$ cat config.mk
export PLATFORM = sky130hd
export DESIGN_NAME = cpu_wr_fifo
export DESIGN_NICKNAME = d
export VERILOG_FILES = /design/src/rtl/cpu_wr_fifo.sv
export SDC_FILE = /design/constraint.sdc
export NUM_CORES = 1
export LEC_CHECK = 0
export CAP_MARGIN = 25
export CORE_MARGIN = 3
export CORE_UTILIZATION = 35
export CTS_CLUSTER_SIZE = 16
export DETAILED_ROUTE_END_ITERATION = 16
export PLACE_DENSITY = 0.62
export SYNTH_ARGS = -nofsm -noshare
export SYNTH_HDL_FRONTEND = slang
export SYNTH_SLANG_ARGS = --single-unit
$ cat constraint.sdc
create_clock -name clk -period 3.4 [get_ports clk]
set_clock_uncertainty 0.05 [all_clocks]
set_input_delay 0.51 -clock clk [delete_from_list [all_inputs] [get_ports clk]]
set_output_delay 0.51 -clock clk [all_outputs]
set_load 0.02 [all_outputs]
$ cat src/rtl/cpu_wr_fifo.sv
// Captures qualified CPU bus writes (filtered M2 falling edge) into a DEPTH-entry FIFO.
// Push lands M2_FILT+1 edges after the first synchronizer sees M2 low; full without pop drops and sets sticky ovf.
module cpu_wr_fifo #(
  parameter int DEPTH   = 4,
  parameter int M2_FILT = 2
) (
  input  logic        clk,
  input  logic        rst_n,
  input  logic        m2,
  input  logic        cpu_rw,
  input  logic [15:0] cpu_addr,
  input  logic [7:0]  cpu_data,
  input  logic [15:0] win_match,
  input  logic [15:0] win_mask,
  input  logic        wr_ready,
  input  logic        ovf_clr,
  output logic        wr_valid,
  output logic [15:0] wr_addr,
  output logic [7:0]  wr_data,
  output logic [4:0]  level,
  output logic        ovf
);

  localparam int          AW      = $clog2(DEPTH);
  localparam logic [2:0]  FILT    = 3'(M2_FILT);
  localparam logic [4:0]  DEPTH_L = 5'(DEPTH);

  logic          m2_s1_q, m2_s2_q;
  logic          rw_s1_q, rw_s2_q;
  logic [15:0]   addr_s1_q, addr_s2_q;
  logic [7:0]    data_s1_q, data_s2_q;
  logic          m2_f_q, m2_f_d;
  logic [2:0]    cnt_q, cnt_d;
  logic          cap_rw_q;
  logic [15:0]   cap_addr_q;
  logic [7:0]    cap_data_q;
  logic [23:0]   mem_q [DEPTH];
  logic [AW-1:0] wr_ptr_q, rd_ptr_q;
  logic [4:0]    level_q, level_d;
  logic          wr_valid_q;
  logic          ovf_q, ovf_d;
  logic          fall_evt, push, full, pop, push_ok, ovf_set;

  // Bus signals ride the same two-stage pipe as m2 so they stay sample-aligned.
  always_ff @(posedge clk or negedge rst_n) begin
    if (!rst_n) begin
      m2_s1_q   <= 1'b0;
      m2_s2_q   <= 1'b0;
      rw_s1_q   <= 1'b0;
      rw_s2_q   <= 1'b0;
      addr_s1_q <= '0;
      addr_s2_q <= '0;
      data_s1_q <= '0;
      data_s2_q <= '0;
    end else begin
      m2_s1_q   <= m2;
      m2_s2_q   <= m2_s1_q;
      rw_s1_q   <= cpu_rw;
      rw_s2_q   <= rw_s1_q;
      addr_s1_q <= cpu_addr;
      addr_s2_q <= addr_s1_q;
      data_s1_q <= cpu_data;
      data_s2_q <= data_s1_q;
    end
  end

  always_comb begin
    m2_f_d = m2_f_q;
    cnt_d  = 3'd0;
    if (m2_s2_q != m2_f_q) begin
      if (cnt_q + 3'd1 == FILT) begin
        m2_f_d = m2_s2_q;
      end else begin
        cnt_d = cnt_q + 3'd1;
      end
    end
  end

  // The event fires on the same edge m2_f drops, which gives the k+M2_FILT+1 push timing.
  assign fall_evt = m2_f_q && !m2_f_d;
  assign push     = fall_evt && !cap_rw_q && (((cap_addr_q ^ win_match) & win_mask) == 16'h0000);
  assign full     = (level_q == DEPTH_L);
  assign pop      = wr_valid_q && wr_ready;
  assign push_ok  = push && (!full || pop);
  assign ovf_set  = push && full && !pop;

  always_comb begin
    level_d = level_q;
    if (push_ok && !pop) begin
      level_d = level_q + 5'd1;
    end else if (!push_ok && pop) begin
      level_d = level_q - 5'd1;
    end
  end

  always_comb begin
    ovf_d = ovf_q;
    if (ovf_set) begin
      ovf_d = 1'b1;
    end else if (ovf_clr) begin
      ovf_d = 1'b0;
    end
  end

  always_ff @(posedge clk or negedge rst_n) begin
    if (!rst_n) begin
      m2_f_q     <= 1'b0;
      cnt_q      <= 3'd0;
      cap_rw_q   <= 1'b0;
      cap_addr_q <= '0;
      cap_data_q <= '0;
    end else begin
      m2_f_q <= m2_f_d;
      cnt_q  <= cnt_d;
      if (m2_s2_q) begin
        cap_rw_q   <= rw_s2_q;
        cap_addr_q <= addr_s2_q;
        cap_data_q <= data_s2_q;
      end
    end
  end

  // Storage is cleared on reset so the head outputs read zero while empty after reset.
  always_ff @(posedge clk or negedge rst_n) begin
    if (!rst_n) begin
      for (int i = 0; i < DEPTH; i++) begin
        mem_q[i] <= '0;
      end
      wr_ptr_q   <= '0;
      rd_ptr_q   <= '0;
      level_q    <= '0;
      wr_valid_q <= 1'b0;
      ovf_q      <= 1'b0;
    end else begin
      if (push_ok) begin
        mem_q[wr_ptr_q] <= {cap_addr_q, cap_data_q};
        wr_ptr_q        <= wr_ptr_q + AW'(1);
      end
      if (pop) begin
        rd_ptr_q <= rd_ptr_q + AW'(1);
      end
      level_q    <= level_d;
      wr_valid_q <= (level_d != 5'd0);
      ovf_q      <= ovf_d;
    end
  end

  assign {wr_addr, wr_data} = mem_q[rd_ptr_q];
  assign wr_valid = wr_valid_q;
  assign level    = level_q;
  assign ovf      = ovf_q;

endmodule

## Word level (Yosys, flattened, before mapping)

Index checks and enable logic that the tools add are counted.

- Memory bits (writable): 0
- Word-level logic and storage cells: 70
- Memories: 0
- Bits in registers: 188
- Output and inout bits: 31
- Bits in latches: 0
- Bits in read-only memories: 0
- Input port bits: 62

- Multiply operators: 0
- Equality and inequality tests: 3
- $lt $le $gt $ge: 3
- Divide/modulo/power cells: 0
- Shifts and indexed selects: 0
- $add $sub $neg: 5
- Reduce and logical (&&, ||, !) cells: 19
- Muxes and demuxes: 14
- Bitwise gates (word level): 4

Operator list:

| cell | number |
|---|---|
| $bwmux 96 | 1 |
| $mux 24 | 3 |
| $bmux 24 s2 | 1 |
| $demux 24 s2 | 1 |
| $and 16x16->16 | 1 |
| $logic_not 16->1 | 1 |
| $xor 16x16->16 | 1 |
| $logic_and 1x1->1 | 10 |
| $mux 5 | 2 |
| $ge 3x3->1 const B | 2 |
| $mux 3 | 2 |
| $not 2->3 | 2 |
| $add 5x1->5 const B | 1 |
| $eq 5x3->1 const B | 1 |
| $logic_not 1->1 | 5 |
| $reduce_bool 5->1 | 1 |
| $sub 5x1->5 const B | 1 |
| $add 2x1->2 const B | 2 |
| $mux 1 | 4 |
| $add 3x1->3 const B | 1 |
| $eq 3x2->1 const B | 1 |
| $lt 3x1->1 const B | 1 |
| $reduce_bool 2->1 | 1 |
| $logic_or 1x1->1 | 1 |
| $ne 1x1->1 | 1 |

## Longest topological paths before layout

- Depth after elaboration: 14
- Depth in mapped cells: 10
- Depth with buffers taken out: 9

## Least setup slack after synthesis

No wires, ideal clock.

- Path type: in2reg
- Start point: in win_match[2]
- End point: reg mem_q[10] (netlist name)
- Library setup time: 0.125 ns
- Stages: 8
- Slack: 0.799 ns
- Path buffers: 2
- Data arrival time: 2.427 ns
- Required time: 3.225 ns
- Cells stage by stage: xor2_1 > a2111oi_2 > nand4_1 > nor4_4 > and2_1 > buf_2 > buf_4 > mux2_2

- Longest elaborated chain between the ends: 5

RTL lines:

| what | line | text |
|---|---|---|
| start: declaration | 13 | `input logic [15:0] win_match,` |
| $xor 16x16->16 | 81 | `assign push = fall_evt && !cap_rw_q && (((cap_addr_q ^ win_match) & win_mask) == 16'h0000);` |
| $and 16x16->16 | 81 |  |
| $logic_not 16->1 | 81 |  |
| $logic_and 1x1->1 | 81 |  |
| $logic_and 1x1->1 | 84 | `assign push_ok = push && (!full \|\| pop);` |
| end signal: indexed assignment | 136 | `mem_q[wr_ptr_q] <= {cap_addr_q, cap_data_q};` |
| end: declaration | 37 | `logic [23:0] mem_q [DEPTH];` |

No other way between the ends.
A chain may end at the register's enable or synchronous reset.

## Worst setup path in the final report

- Start point: in win_match[5]
- End point: reg wr_valid_q, in the netlist wr_valid

- Longest elaborated chain between the ends: 10
- Elaborated cells between the ends (all ways): 11
- Those cells by class: 2 x mux; 2 x bitwise; 7 x reduce/logical

RTL lines:

| what | line | text |
|---|---|---|
| $xor 16x16->16 * | 81 |  |
| $and 16x16->16 * | 81 |  |
| $logic_not 16->1 * | 81 |  |
| $logic_and 1x1->1 * | 81 |  |
| $logic_and 1x1->1 * | 84 |  |
| $logic_not 1->1 | 91 | `end else if (!push_ok && pop) begin` |
| $logic_and 1x1->1 | 91 |  |
| $mux 5 | 91 |  |
| $mux 5 * | 89 | `if (push_ok && !pop) begin` |
| $reduce_bool 5->1 * | 143 | `wr_valid_q <= (level_d != 5'd0);` |
| end signal: assignment | 143 |  |
| end: declaration | 40 | `logic wr_valid_q;` |

Mark *: on every way between the ends. The rest lies on a longest branch, timed or not.

==> flow_results.org <==
** Timing
- Maximum clock frequency :: 0.331 GHz
- The clock period could shrink to 3.02 ns.
- Worst hold slack :: 0.0780 ns
- In this run the tightest slew margin relative to its limit is 0.508.
- Unrepaired setup endpoints after global routing :: false
- Setup violators final :: 0
- Final Hold Vio Count :: 0
- For the pin with the worst max-slew slack, the measured transition is 0.738 ns.
- In the finished design, the share of the clock period the worst path needs comes to 0.888.
- The max-slew violation count was 0.

** Status
- Outcome :: complete, no violations

** Synthesis
- The netlist uses 38 different library cells.
- The synthesized design contains 0 enable-type register cells.
- Sequential fraction of the synthesis area :: 0.619
- Net Count, Synth :: 535
- After synthesis, the share of flip-flops with an asynchronous set or reset is 1.00.
- Synthesized area per cell :: 16.4 µm²
- Yosys warning count :: 0
- Synthesized netlist cell count :: 464
- Synthesized flop and latch total :: 188
- For this run, the leading register cell type out of synthesis is sky130_fd_sc_hd__dfrtp_1.
- Summed instance area of the synthesized netlist :: 7600 µm²

** Placed design
- The congestion estimate from routability-driven global placement came to 0.771.
- Detailed placement ended at an HPWL of 11,000 µm.
- Count of buffers from port buffering :: 92

** Setup path
- Number of buffer and inverter instances along the worst setup path :: 1
- Cell-by-cell listing of the critical path :: clkdlybuf4s50_1, xor2_1, a22oi_1, nand4_2, nor4_4, mux2i_1, a2111oi_0, or4b_1
- Required time reported for the critical path endpoint :: 3.65 ns
- Critical path's slowest cell :: sky130_fd_sc_hd__or4b_1
- The critical path is of the input pin to flop type.
- STA classifies the critical path startpoint as an input pin.
- In this run the worst path has a maximum fanout of 4.
- Grouping stages by cell kind, the critical path spends the most delay in simple AND/OR/NAND/NOR gates.
- In this design, the stage delay of the slowest critical-path cell is 0.49 ns.
- Arrival time at the worst endpoint :: 3.27 ns
- Kind of end point of the critical path :: flop

** Worst hold path
- Worst hold path type :: input pin to async pin

** Power
- Maximum VDD drop :: 0.308 mV
- Power density over cell area :: 575 nW/µm²
- Leakage power :: 4.30 nW

** GRT
- Wire length of the first global-routing pass :: 25,800 µm
- Entering global routing, the biggest net connects 93 pins.
- Antenna violations before repair :: 0
- Global router's overall resource usage :: 0.141
- Number of global-route vias before repair :: 4,648
- Global routing finished with a remaining overflow of 0.

** Drt
- Wire segments on met3 add up to 455 µm in the final route.
- Once detail routing completed, the nets flagged for antenna violations numbered 0.
- Number of vias per cell :: 4.87
- Summing over every cut layer, the via total after detailed routing is 4,201.
- Wires add up to 15,600 µm.
- For this block, wires on met1 add up to 7190 µm.
- Routed wire per std cell :: 18.1 µm
- In the routed design, unresolved DRC markers number 0.
- For this run, the detailed router's first-pass iteration total came to 4.
- The detailed router used layers up to and including met4.
- After the first detailed-routing iteration, the DRC count stood at 191.
- Amount of wire on met2 after detailed routing :: 7720 µm

** Cells and area
- Once layout is complete, the utilization of the core stands at 0.450.
- Multi-input logic area :: 2750 µm²
- Diodes inserted :: 0
- Area of all sequential standard cells :: 4710 µm²
- Area delta synth->final :: 25.3%
- Layout fillers :: 1,841
- Ratio of cells with drive above 1 in the final layout :: 0.362
- The net count of the finished layout is 646.

** Clock tree
- Clock insertion delay at the later pin of the skew report :: 0.43 ns
- After clock tree synthesis, the clock-pin slew on the worst setup and hold paths is 0.07 ns.
- Cts-stage hold buffer count :: 0
- The cell sitting at the root of the clock tree is a sky130_fd_sc_hd__clkbuf_16.
- Cells resized by post-CTS repair :: 0
- Clock Tree Buf Depth :: 2
- H-tree levels :: 4
- Num Clock Sinks :: 188
- TritonCTS built the clock tree.
- Total setup buffers inserted after CTS :: 0
- In this run, CTS created clock tree buffers numbering 17.

** Floorplanning
- Horiz. Die Dim :: 153 µm
- Die area :: 23,500 µm²
- Initial Utilization :: 0.359
- In this run the standard cell core region covers 21,200 µm².
- The die is 153 µm tall.
- I/O Pins :: 93
- Number of standard-cell rows in the floorplan :: 53

** Job
- Across the run, the number of max-cap violations was 0.
-- final timing paths --
path / end / from / depth (start not counted) / slack (ns)
setup reg to reg: wr_valid / cap_addr_q[5] / 7 / 0.45
max in group asynchronous: mem_q[4] / rst_n / 2 / 2.37
setup / recovery: wr_valid / win_match[5] / 8 / 0.38
hold / removal: data_s1_q[1] / rst_n / 1 / 0.08
hold reg to reg: data_s2_q[5] / data_s1_q[5] / 0 / 0.30
min in group clk: data_s2_q[5] / data_s1_q[5] / 0 / 0.30
-- metrics by stage --
stage / total power [mW] / cell area (µm²) / worst slack (ns) / instances / TNS, ns
floorplan: 3.13 / 7600 / 0.799 / 464 / 0
global placement: 3.54 / 8940 / -0.0497 / 831 / -0.0497
detailed placement: 3.57 / 8940 / -0.0673 / 831 / -0.0673
CTS: 5.55 / 9520 / 0.369 / 863 / 0
global route: 5.75 / 9520 / 0.240 / 863 / 0
finish: 5.47 / 9520 / 0.381 / 863 / 0
-- layer usage --
| metal | vias to the layer above | global-route usage |
|---|---|---|
| met5 | - | 0 |
| met4 | 0 | 0.0530 |
| met3 | 17 | 0.0255 |
| met2 | 85 | 0.230 |
| met1 | 2205 | 0.190 |
| li1 | 1894 | - |
-- cells in the mapped netlist, drive strengths merged, types with 2 or more instances --
| master | instances | area [µm²] |
|---|---|---|
| and2 | 5 | 31.3 |
| nand3 | 4 | 20.0 |
| xnor2 | 8 | 70.1 |
| o21ai | 4 | 20.0 |
| or4 | 2 | 15.0 |
| xor2 | 18 | 158 |
| mux4 | 24 | 541 |
| nand2 | 13 | 48.8 |
| a2111oi | 2 | 23.8 |
| nor3 | 2 | 15.0 |
| a22oi | 8 | 97.6 |
| nor4 | 2 | 42.5 |
| mux2 | 121 | 1360 |
| mux2i | 3 | 30.0 |
| ha | 9 | 113 |
| nand4 | 3 | 40.0 |
| dfrtp | 188 | 4700 |
| inv | 8 | 30.0 |
| nor2 | 9 | 33.8 |
| buf | 15 | 91.3 |
| clkbuf | 7 | 26.3 |
-- kinds of logic (layout without fill, tap and decap cells) --
kind of cell,Yosys count,in the layout,synth area share
fa+ha+maj,9,9,0.0148
simple gates,45,45,0.0379
buf+inv,30,154,0.0194
compound gates,18,18,0.0242
mux,148,148,0.254
xor+xnor,26,26,0.0300
flops,188,188,0.619
-- state kept, by name (all words and copies together), names as in the netlist --
signal,flops
addr_s1_q,16
addr_s2_q,16
cap_addr_q,16
cap_data_q,8
cap_rw_q,1
cnt_q,3
data_s1_q,8
data_s2_q,8
level,5
m2_f_q,1
m2_s1_q,1
m2_s2_q,1
mem_q,96
ovf,1
rd_ptr_q,2
rw_s1_q,1
rw_s2_q,1
wr_ptr_q,2
wr_valid,1
-- cells in the final DEF (no fill, tap or decap), types with 2 or more instances in the layout --
master                            Yosys  layout
sky130_fd_sc_hd__nand3_1              4       4
sky130_fd_sc_hd__nand2_1             13      13
sky130_fd_sc_hd__nor4_4               2       2
sky130_fd_sc_hd__mux2_2             121     121
sky130_fd_sc_hd__buf_4                8      20
sky130_fd_sc_hd__o21ai_0              4       4
sky130_fd_sc_hd__inv_8                0       2
sky130_fd_sc_hd__clkbuf_8             0       3
sky130_fd_sc_hd__a22oi_2              2       2
sky130_fd_sc_hd__and2_1               5       5
sky130_fd_sc_hd__a22oi_4              2       2
sky130_fd_sc_hd__clkdlybuf4s50_1      0      91
sky130_fd_sc_hd__a22oi_1              4       4
sky130_fd_sc_hd__dfrtp_1            188     187
sky130_fd_sc_hd__mux4_2              24      24
sky130_fd_sc_hd__buf_12               0       2
sky130_fd_sc_hd__clkbuf_16            0      17
sky130_fd_sc_hd__ha_1                 9       9
sky130_fd_sc_hd__or4_1                2       2
sky130_fd_sc_hd__xor2_1              18      18
sky130_fd_sc_hd__inv_1                8       8
sky130_fd_sc_hd__mux2i_1              3       3
sky130_fd_sc_hd__xnor2_1              8       8
sky130_fd_sc_hd__inv_6                0       6
sky130_fd_sc_hd__nor2_1               9       9
-- cell type report --
class / instances / area share
Clock buffer: 20 / 0.0480
Clock inverter: 12 / 0.0133
Inverter: 8 / 0.00315
Multi-Input combinational cell: 246 / 0.288
Sequential cell: 188 / 0.494
Tap cell: 275 / 0.0361
Timing Repair Buffer: 114 / 0.117
-- worst reg2reg max path, stage by stage (launching register included) --
cell,delay (ns)
sky130_fd_sc_hd__dfrtp_1,0.44
sky130_fd_sc_hd__xor2_1,0.24
sky130_fd_sc_hd__a22oi_1,0.38
sky130_fd_sc_hd__nand4_2,0.21
sky130_fd_sc_hd__nor4_4,0.40
sky130_fd_sc_hd__mux2i_1,0.14
sky130_fd_sc_hd__a2111oi_0,0.47
sky130_fd_sc_hd__or4b_1,0.49
-- power by group --
part / leakage [nW] / switching [mW] / internal (mW) / total, mW
Clock: 0.287 / 0.891 / 1.07 / 1.96
Sequential: 2.41 / 0.156 / 2.38 / 2.53
Combinational: 1.60 / 0.512 / 0.461 / 0.973
Total: 4.30 / 1.56 / 3.91 / 5.47
Note: power is estimated with default switching activity, not from simulation.
